--- src/rtl/expand_pkg.sv ---
// expand_pkg: shared definitions for the expand_pack_queue packer.
//   out_state_t  - output register state (EMPTY / FULL)
//   lane_cnt_w   - width needed to count 0..max lanes
//   lane_base    - bit offset of lane k in a word of max lanes
package expand_pkg;

  typedef enum logic {
    EMPTY = 1'b0,
    FULL  = 1'b1
  } out_state_t;

  function automatic int lane_cnt_w(input int max);
    return $clog2(max + 1);
  endfunction

  // With msb_first set, lane 0 occupies the top slice of the word.
  function automatic int lane_base(input int k, input int max, input bit msb_first,
                                   input int width);
    return msb_first ? (max - 1 - k) * width : k * width;
  endfunction

endpackage

--- src/rtl/expand_pack_queue.sv ---
// expand_pack_queue: narrow-to-wide stream packer.
// Collects IN_WIDTH beats into OUT_WIDTH words of MAX = OUT_WIDTH/IN_WIDTH lanes.
// A word is emitted when it is full or when last_in marks the end of a packet;
// a completing beat can reload the output register in the same cycle the
// previous word is taken, so input throughput is one beat per cycle.
//
// Optional build macro: EXPAND_PACK_MSB_FIRST_EN
//   defined   - first beat of a word lands in the top lane
//   undefined - first beat lands in the bottom lane
//
// Ports:
//   clk           clock
//   reset         synchronous, active-high
//   din           input beat
//   vld_in        input valid
//   last_in       final beat of a packet (qualified by vld_in)
//   rdy_upward    input ready
//   dout          packed word (registered)
//   vld_out       output valid (registered)
//   last_out      word holds a packet's final beat
//   lanes_out     number of valid lanes in dout
//   rdy_downward  output ready
//
// state | meaning
// EMPTY | output register holds no word
// FULL  | output register holds a word awaiting rdy_downward
module expand_pack_queue
  import expand_pkg::*;
#(
  parameter  int IN_WIDTH  = 32,
  parameter  int OUT_WIDTH = 64,
  localparam int MAX       = OUT_WIDTH / IN_WIDTH,
  localparam int CNT_W     = lane_cnt_w(OUT_WIDTH / IN_WIDTH)
) (
  input  logic                 clk,
  input  logic                 reset,
  input  logic [IN_WIDTH-1:0]  din,
  input  logic                 vld_in,
  input  logic                 last_in,
  output logic                 rdy_upward,
  output logic [OUT_WIDTH-1:0] dout,
  output logic                 vld_out,
  output logic                 last_out,
  output logic [CNT_W-1:0]     lanes_out,
  input  logic                 rdy_downward
);

  generate
    if (MAX < 2 || (OUT_WIDTH % IN_WIDTH) != 0) begin : g_bad_cfg
      $error("expand_pack_queue: OUT_WIDTH must be a multiple >= 2 of IN_WIDTH");
    end
  endgenerate

`ifdef EXPAND_PACK_MSB_FIRST_EN
  localparam bit MSB_FIRST = 1'b1;
`else
  localparam bit MSB_FIRST = 1'b0;
`endif

  out_state_t           state;
  out_state_t           state_nxt;
  logic [CNT_W-1:0]     cnt;
  logic [OUT_WIDTH-1:0] acc;
  logic [OUT_WIDTH-1:0] merged;
  logic                 accept;
  logic                 last_lane;
  logic                 complete;

  assign vld_out    = (state == FULL);
  assign rdy_upward = !reset && (!vld_out || rdy_downward);
  assign accept     = vld_in && rdy_upward;
  assign last_lane  = (cnt == CNT_W'(MAX - 1));
  assign complete   = accept && (last_lane || last_in);

  // acc keeps unfilled lanes at zero, so OR-ing the shifted beat is a lane write.
  always_comb begin
    merged = acc | (OUT_WIDTH'(din) << lane_base(int'(cnt), MAX, MSB_FIRST, IN_WIDTH));
  end

  always_comb begin
    state_nxt = state;
    case (state)
      EMPTY: if (complete) state_nxt = FULL;
      FULL:  if (rdy_downward && !complete) state_nxt = EMPTY;
      default: state_nxt = EMPTY;
    endcase
  end

  always_ff @(posedge clk) begin
    if (reset) begin
      state     <= EMPTY;
      dout      <= '0;
      lanes_out <= '0;
      last_out  <= 1'b0;
      cnt       <= '0;
      acc       <= '0;
    end else begin
      state <= state_nxt;
      if (accept) begin
        if (complete) begin
          dout      <= merged;
          lanes_out <= cnt + 1'b1;
          last_out  <= last_in;
          cnt       <= '0;
          acc       <= '0;
        end else begin
          acc <= merged;
          cnt <= cnt + 1'b1;
        end
      end
    end
  end

endmodule

--- config.mk ---
export PLATFORM = sky130hd
export DESIGN_NAME = expand_pack_queue
export DESIGN_NICKNAME = d
export VERILOG_FILES = /design/src/rtl/expand_pkg.sv /design/src/rtl/expand_pack_queue.sv
export SDC_FILE = /design/constraint.sdc
export NUM_CORES = 1
export LEC_CHECK = 0
export ABC_AREA = 0
export CORE_UTILIZATION = 45
export DETAILED_ROUTE_END_ITERATION = 6
export PLACE_DENSITY = 0.8
export SYNTH_ARGS = -nofsm -noshare
export SYNTH_HDL_FRONTEND = slang
export SYNTH_SLANG_ARGS = --single-unit
--- constraint.sdc ---
create_clock -name clk -period 3.7 [get_ports clk]
set_clock_uncertainty 0.1 [all_clocks]
set_input_delay 0.74 -clock clk [delete_from_list [all_inputs] [get_ports clk]]
set_output_delay 0.74 -clock clk [all_outputs]
set_load 0.02 [all_outputs]
==> metrics.cfg, run 1 <==
[synth]
mappedNetlistNets = 583
synth.yosys.seq_area_share_pct = 50.9
ys_ff_latch = 134
post_synth.cell_area_avg_um2 = 9.67
synth.cell_area_um2 = 5270
post_synthesis_cell_type_count = 25
postSynthCellCount = 545
ys.warnings.count = 0

[clock_tree]
cts.sink_count = 134
clk_pin_slew_worst_paths_ns = 0.05
post_cts_sizing_count = 0
clock_tree_from_tritoncts = yes
postCtsSetupRepairBufs = 0
ctsLongestPathBuffers = 2
cts-root-buf = sky130_fd_sc_hd__clkbuf_16
cts-buffers-inserted = 17
worstSkewPairLatency_ns = 0.41
holdBufCountCts = 0
htree_num_levels = 4

[drt]
drt-total-wl_mm = 13.0
initial_drt_markers = 288
antenna_violating_nets_post_route = 0
route.vias.total = 4537
drt-vias-per-instance = 5.89
firstDrtPassIters = 5
drc = 0
avgRoutedWirePerCell_um = 16.9

[timing]
finalCritPeriodShare_pct = 77.1
max_slew_margin_pct = 27.7
finalSetupViolCount = 0
fin_hold_ws_ns = 0.370
tightest_slew_ns = 1.08
rsz0062_at_grt = false
finalSetupTns_ns = 0
fmaxAchievable_ghz = 0.351
final-hold-violation-count = 0
maxSlewViolCount = 0
finalCriticalPeriod_ns = 2.85

[placement]
place.gp.congestion = 0.742
io_buffer_count = 105
place_hpwl_mm = 7.63

[job]
count_of_maximum_capacitance_violations = 0

[power_and_ir_drop]
switching_share_pct = 23.0
pwr-share-seq_pct = 40.0
netSwitchingPower_uw = 879
static-leakage-power_nw = 2.32
power.combinational.fraction_pct = 11.0
p_int_mw = 2.94
worst_ir_drop_vdd_mv = 0.388
power_density_nw_per_um2 = 548
clock_power_share_pct = 49.0

[critical_path]
end_kind = output pin
worst_r2r_path_depth = 5
worst-r2r-setup-slack_ns = 1.39
category_of_the_worst_setup_path_launch_point = input pin
crit_required_ns = 2.86
timing_worst_setup_path_type = input pin to output pin
crit-reg2reg-capture = acc[54]
timing.critical_path.arrival_ns = 2.01
timing.rr.start = cnt[0]
path_max_fanout = 3

[global_routing]
gr-max-usage-layer = met2
grt_antenna_before_repair = 0
grt_start_max_net_pins = 106
met2_usage_pct = 35.4
groute.usage.overall_pct = 22.1
via_count_of_the_first_global_routing_pass = 4249
grt_first_pass_wirelength_mm = 20.8
grt_util_met1_pct = 28.6
remaining_global_route_overflow = 0
use_met3_pct = 5.88

[floorplan]
core_region_area_um2 = 11400
die_height_um = 110
die-area_um2 = 12100
pin_count = 106
rows = 39
start_util_pct = 46.2
horiz_die_dim_um = 110

[finish]
areaGrowthSynthToFinish_pct = 32.1
drive_gt1_share_pct = 9.25
antennaDiodeCount = 0
leading_cell_types_in_the_layout_fill_and_taps_excluded = sky130_fd_sc_hd__dfxtp_1 (134), sky130_fd_sc_hd__clkdlybuf4s50_1 (104), sky130_fd_sc_hd__nor2_1 (66)
most_common_cell_after_layout_fill_and_taps_aside = sky130_fd_sc_hd__dfxtp_1
design.final.nets = 652

[worst_hold_path]
min_path_type = register to register
hold_start = acc[19]
worst_hold_path.endpoint = acc[19]
hold_path_depth = 2

[status]
status = finished, final reports clean

==> stage by stage <==
stage / setup WS, ns / util (%) / instances / power, mW / instance area (um^2)
3_5_place_dp: 0.726 / 55.2 / 738 / 1.97 / 6310
3_3_place_gp: 0.830 / 55.2 / 738 / 1.96 / 6310
5_1_grt: 0.789 / 61.0 / 770 / 3.93 / 6960
4_1_cts: 0.832 / 61.0 / 770 / 3.84 / 6960
6_report: 0.848 / 61.0 / 770 / 3.82 / 6960
2_1_floorplan: 1.30 / - / 545 / 1.81 / 5270
==> layer usage <==
| metal | share of wire, % | vias to the layer above |
|---|---|---|
| li1 | - | 2198 |
| met4 | 1.3 | 0 |
| met1 | 46 | 2191 |
| met3 | 5.7 | 17 |
| met5 | 0 | - |
| met2 | 47 | 131 |
==> cells by family (layout without fill, tap and decap cells) <==
kind of cell	after synthesis	after routing	share of synthesized area, %
AOI/OAI and AO/OA	213	213	28.7
DFF	134	134	50.9
and+or+nand+nor	103	103	9.12
muxes	27	27	5.13
buffers and inverters	67	149	5.96
adders and majority gates	1	1	0.237
==> worst max-delay path: stages <==
cell and delay [ns]:
sky130_fd_sc_hd__clkdlybuf4s50_1 0.48, sky130_fd_sc_hd__nor2b_1 0.08, sky130_fd_sc_hd__nor2_1 0.10, sky130_fd_sc_hd__clkdlybuf4s50_1 0.62
==> synthesized netlist by cell type <==
cell | instances | share of area (%)
sky130_fd_sc_hd__clkbuf_1 | 39 | 2.8
sky130_fd_sc_hd__o21ai_0 | 2 | 0.19
sky130_fd_sc_hd__dfxtp_1 | 134 | 51
sky130_fd_sc_hd__or2_1 | 1 | 0.12
sky130_fd_sc_hd__ha_1 | 1 | 0.24
sky130_fd_sc_hd__mux2i_1 | 27 | 5.1
sky130_fd_sc_hd__a31oi_1 | 39 | 4.6
sky130_fd_sc_hd__buf_4 | 1 | 0.14
sky130_fd_sc_hd__a41oi_1 | 64 | 11
sky130_fd_sc_hd__and3_4 | 1 | 0.21
sky130_fd_sc_hd__a21oi_1 | 65 | 6.2
sky130_fd_sc_hd__or3_1 | 1 | 0.12
sky130_fd_sc_hd__nor2_1 | 67 | 4.8
sky130_fd_sc_hd__a31o_2 | 2 | 0.33
sky130_fd_sc_hd__nor2b_1 | 3 | 0.36
sky130_fd_sc_hd__nand2b_1 | 29 | 3.4
sky130_fd_sc_hd__inv_1 | 2 | 0.14
sky130_fd_sc_hd__a211oi_2 | 9 | 2.1
sky130_fd_sc_hd__nand3_1 | 1 | 0.095
sky130_fd_sc_hd__buf_1 | 3 | 0.21
sky130_fd_sc_hd__buf_2 | 16 | 1.5
sky130_fd_sc_hd__buf_6 | 5 | 1.1
sky130_fd_sc_hd__o21bai_1 | 1 | 0.14
sky130_fd_sc_hd__a211oi_1 | 31 | 4.4
sky130_fd_sc_hd__clkbuf_2 | 1 | 0.095
==> sequential cells by signal, summed over array words and instances, names as in the netlist <==
signal	count
acc	64
cnt	2
dout	64
lanes_out	2
last_out	1
vld_out	1
==> power groups by stage <==
stage	registers, mW	clock network, mW	logic, mW
after floorplan	1.59	0	0.219
after global placement	1.56	0	0.408
after detailed placement	1.56	0	0.418
after CTS	1.53	1.89	0.420
after global routing	1.53	1.94	0.456
final	1.53	1.87	0.421
==> area by class of cell <==
| class | count | area (um^2) |
|---|---|---|
| clock buffers | 23 | 488 |
| clock inverters | 9 | 170 |
| fillers | 960 | 4450 |
| inverters | 2 | 7.51 |
| multi-input cells | 344 | 2300 |
| flip-flops and latches | 134 | 2680 |
| well taps | 143 | 179 |
| repair buffers | 115 | 1130 |
==> worst max path at each step <==
stage                     slack (ns)    endpoint         start
final                           0.85  rdy_upward  rdy_downward
after global routing            0.79  rdy_upward  rdy_downward
after CTS                       0.83  rdy_upward  rdy_downward
after detailed placement        0.73    dout[23]        vld_in
after global placement          0.83     acc[48]  rdy_downward
after floorplan                 1.30  rdy_upward         reset
Note: power is estimated with default switching activity, not from simulation.
==> inputs of run 2 (changes only) <==
Settings changed: PLACE_DENSITY 0.8 to 0.83.
Clock period 3.7 ns to 2.6 ns, I/O delays scaled along.
==> run 2 against run 1 <==
Net effect: cell count did not move; sequential share of layout area down 0.13 points; combinational power is 46% higher; sequential cell count unchanged; count of clock-buffer cells in the layout is 4 lower; worst hold slack worse by 0.00095 ns; critical path depth unchanged; non-clock buffer count unchanged; first-iteration DRC count rose by 6.3%; sequential power up 42%; die area is the same.
==> metrics.cfg, run 2 (synthesized netlist as in run 1, its figures left out) <==
[job]
count_of_maximum_capacitance_violations = 0  ; unchanged

[floorplan]
die_height_um = 110  ; unchanged
start_util_pct = 46.2  ; unchanged
die-area_um2 = 12100  ; unchanged
pin_count = 106  ; unchanged
core_region_area_um2 = 11400  ; unchanged
rows = 39  ; unchanged
horiz_die_dim_um = 110  ; unchanged

[worst_hold_path]
min_path_type = register to register  ; unchanged

[power_and_ir_drop]
netSwitchingPower_mw = 1.27  ; was 879 uW
static-leakage-power_nw = 2.32  ; about the same
power_density_nw_per_um2 = 774  ; was 548 nW/um^2
p_int_mw = 4.14  ; was 2.94 mW
power.combinational.fraction_pct = 11.3  ; was 11.0%
switching_share_pct = 23.5  ; was 23.0%
clock_power_share_pct = 48.5  ; was 49.0%
pwr-share-seq_pct = 40.2  ; was 40.0%
worst_ir_drop_vdd_mv = 0.364  ; was 0.388 mV

[critical_path]
timing.critical_path.arrival_ns = 1.83  ; was 2.01 ns
crit_required_ns = 1.98  ; was 2.86 ns
category_of_the_worst_setup_path_launch_point = input pin  ; unchanged
path_max_fanout = 3  ; unchanged
timing_worst_setup_path_type = input pin to output pin  ; unchanged
end_kind = output pin  ; unchanged

[clock_tree]
clk_pin_slew_worst_paths_ns = 0.06  ; was 0.05 ns
postCtsSetupRepairBufs = 0  ; unchanged
cts-root-buf = sky130_fd_sc_hd__clkbuf_16  ; unchanged
htree_num_levels = 4  ; unchanged
ctsLongestPathBuffers = 2  ; unchanged
cts.sink_count = 134  ; unchanged
post_cts_sizing_count = 0  ; unchanged
cts-buffers-inserted = 17  ; unchanged
worstSkewPairLatency_ns = 0.41  ; about the same
holdBufCountCts = 0  ; unchanged
clock_tree_from_tritoncts = yes  ; unchanged

[timing]
finalSetupTns_ns = 0  ; unchanged
finalCriticalPeriod_ns = 2.45
fin_ws_ns = 0.147  ; was 0.848 ns
tightest_slew_ns = 0.981  ; was 1.08 ns
max_slew_margin_pct = 34.6  ; was 27.7%
finalSetupViolCount = 0  ; unchanged
finalCritPeriodShare_pct = 94.3
rsz0062_at_grt = false  ; unchanged
fmaxAchievable_ghz = 0.408
maxSlewViolCount = 0  ; unchanged
final-hold-violation-count = 0  ; unchanged

[placement]
place_hpwl_mm = 7.68  ; was 7.63 mm
dp.cells = 738  ; unchanged
dp_slack_ns = 0.0275  ; was 0.726 ns
io_buffer_count = 105  ; unchanged
place.gp.congestion = 0.766  ; was 0.742

[status]
status = finished, final reports clean  ; unchanged

[global_routing]
via_count_of_the_first_global_routing_pass = 4312  ; was 4,249
grt_first_pass_wirelength_mm = 21.3  ; was 20.8 mm
grt_start_max_net_pins = 109  ; was 106
remaining_global_route_overflow = 0  ; unchanged
groute.usage.overall_pct = 22.9  ; was 22.1%
grt_antenna_before_repair = 1  ; was 0

[drt]
drt-total-wl_mm = 13.5  ; was 13.0 mm
antenna_violating_nets_post_route = 0  ; unchanged
route.vias.total = 4644  ; was 4,537
avgRoutedWirePerCell_um = 17.5  ; was 16.9 um
firstDrtPassIters = 5  ; unchanged
initial_drt_markers = 306  ; was 288
drc = 0  ; unchanged
drt-vias-per-instance = 6.03  ; was 5.89

[finish]
ff_latch_area_um2 = 2680  ; unchanged
drive_gt1_share_pct = 9.42  ; was 9.25%
reg.largest.list = acc: 64 flops, dout: 64 flops  ; unchanged
design.final.nets = 652  ; unchanged
most_common_cell_after_layout_fill_and_taps_aside = sky130_fd_sc_hd__dfxtp_1  ; unchanged
areaGrowthSynthToFinish_pct = 32.6  ; was 32.1%
fillCellCount = 938  ; was 960
multiInputGateArea_um2 = 2300  ; unchanged
layout.cells.non_filler = 770  ; unchanged
leading_cell_types_in_the_layout_fill_and_taps_excluded = sky130_fd_sc_hd__dfxtp_1 (134), sky130_fd_sc_hd__clkdlybuf4s50_1 (104), sky130_fd_sc_hd__nor2_1 (66)  ; unchanged

run 2: changes by cell type in the layout (fill, tap and decap cells not counted), sizes merged:
| cell | previous run | this run |
|---|---|---|
| clkinvlp | 0 | 2 |
| clkbuf | 23 | 19 |
| clkinv | 4 | 5 |
| diode | 0 | 1 |
run 2: power groups by stage:
stage | logic [mW] | registers (mW) | clock network (mW)
floorplan | 0.312 | 2.26 | 0
global placement | 0.593 | 2.21 | 0
detailed placement | 0.607 | 2.21 | 0
CTS | 0.614 | 2.17 | 2.65
global route | 0.662 | 2.18 | 2.76
finish | 0.614 | 2.17 | 2.62
run 2: area by class of cell:
class                      instances  share of cell area [%]
antenna                            1                  0.0358
clock buffer                      19                    6.48
clock inverter                    12                    2.88
inverter                           2                   0.107
multi-input combinational        344                    33.0
sequential                       134                    38.4
tap                              143                    2.56
timing repair buffer             115                    16.6
run 2: path summary, 6_finish.rpt:
kind	startpoint	end	depth (start not counted)	slack, ns
max	rdy_downward	rdy_upward	4	0.15
min	acc[1]	acc[1]	2	0.37
max reg2reg	cnt[1]	last_out	7	0.32
min reg2reg	acc[1]	acc[1]	2	0.37
run 2: per-layer routing:
| layer | vias to the layer above | global-route usage [%] | part of all wire [%] |
|---|---|---|---|
| met5 | - | 0 | 0 |
| met4 | 0 | 8.93 | 1.7 |
| met3 | 20 | 5.70 | 6.1 |
| met2 | 177 | 36.8 | 48 |
| met1 | 2247 | 29.7 | 44 |
| li1 | 2200 | - | - |
run 2: worst max-delay path, stage by stage:
cell and delay (ns):
sky130_fd_sc_hd__clkdlybuf4s50_1 0.43, sky130_fd_sc_hd__nor2b_1 0.27, sky130_fd_sc_hd__nor2_1 0.07, sky130_fd_sc_hd__clkdlybuf4s50_1 0.54
run 2: per-stage QoR:
step           utilization (%)  hold slack [ns]  cell area [um^2]  total power, mW
6_report                  61.2            0.369              6990             5.41
5_1_grt                   61.2            0.391              6990             5.60
4_1_cts                   61.2            0.374              6990             5.44
3_5_place_dp              55.4            0.361              6330             2.82
3_3_place_gp              55.4            0.352              6330             2.81
2_1_floorplan                -            0.341              5270             2.57
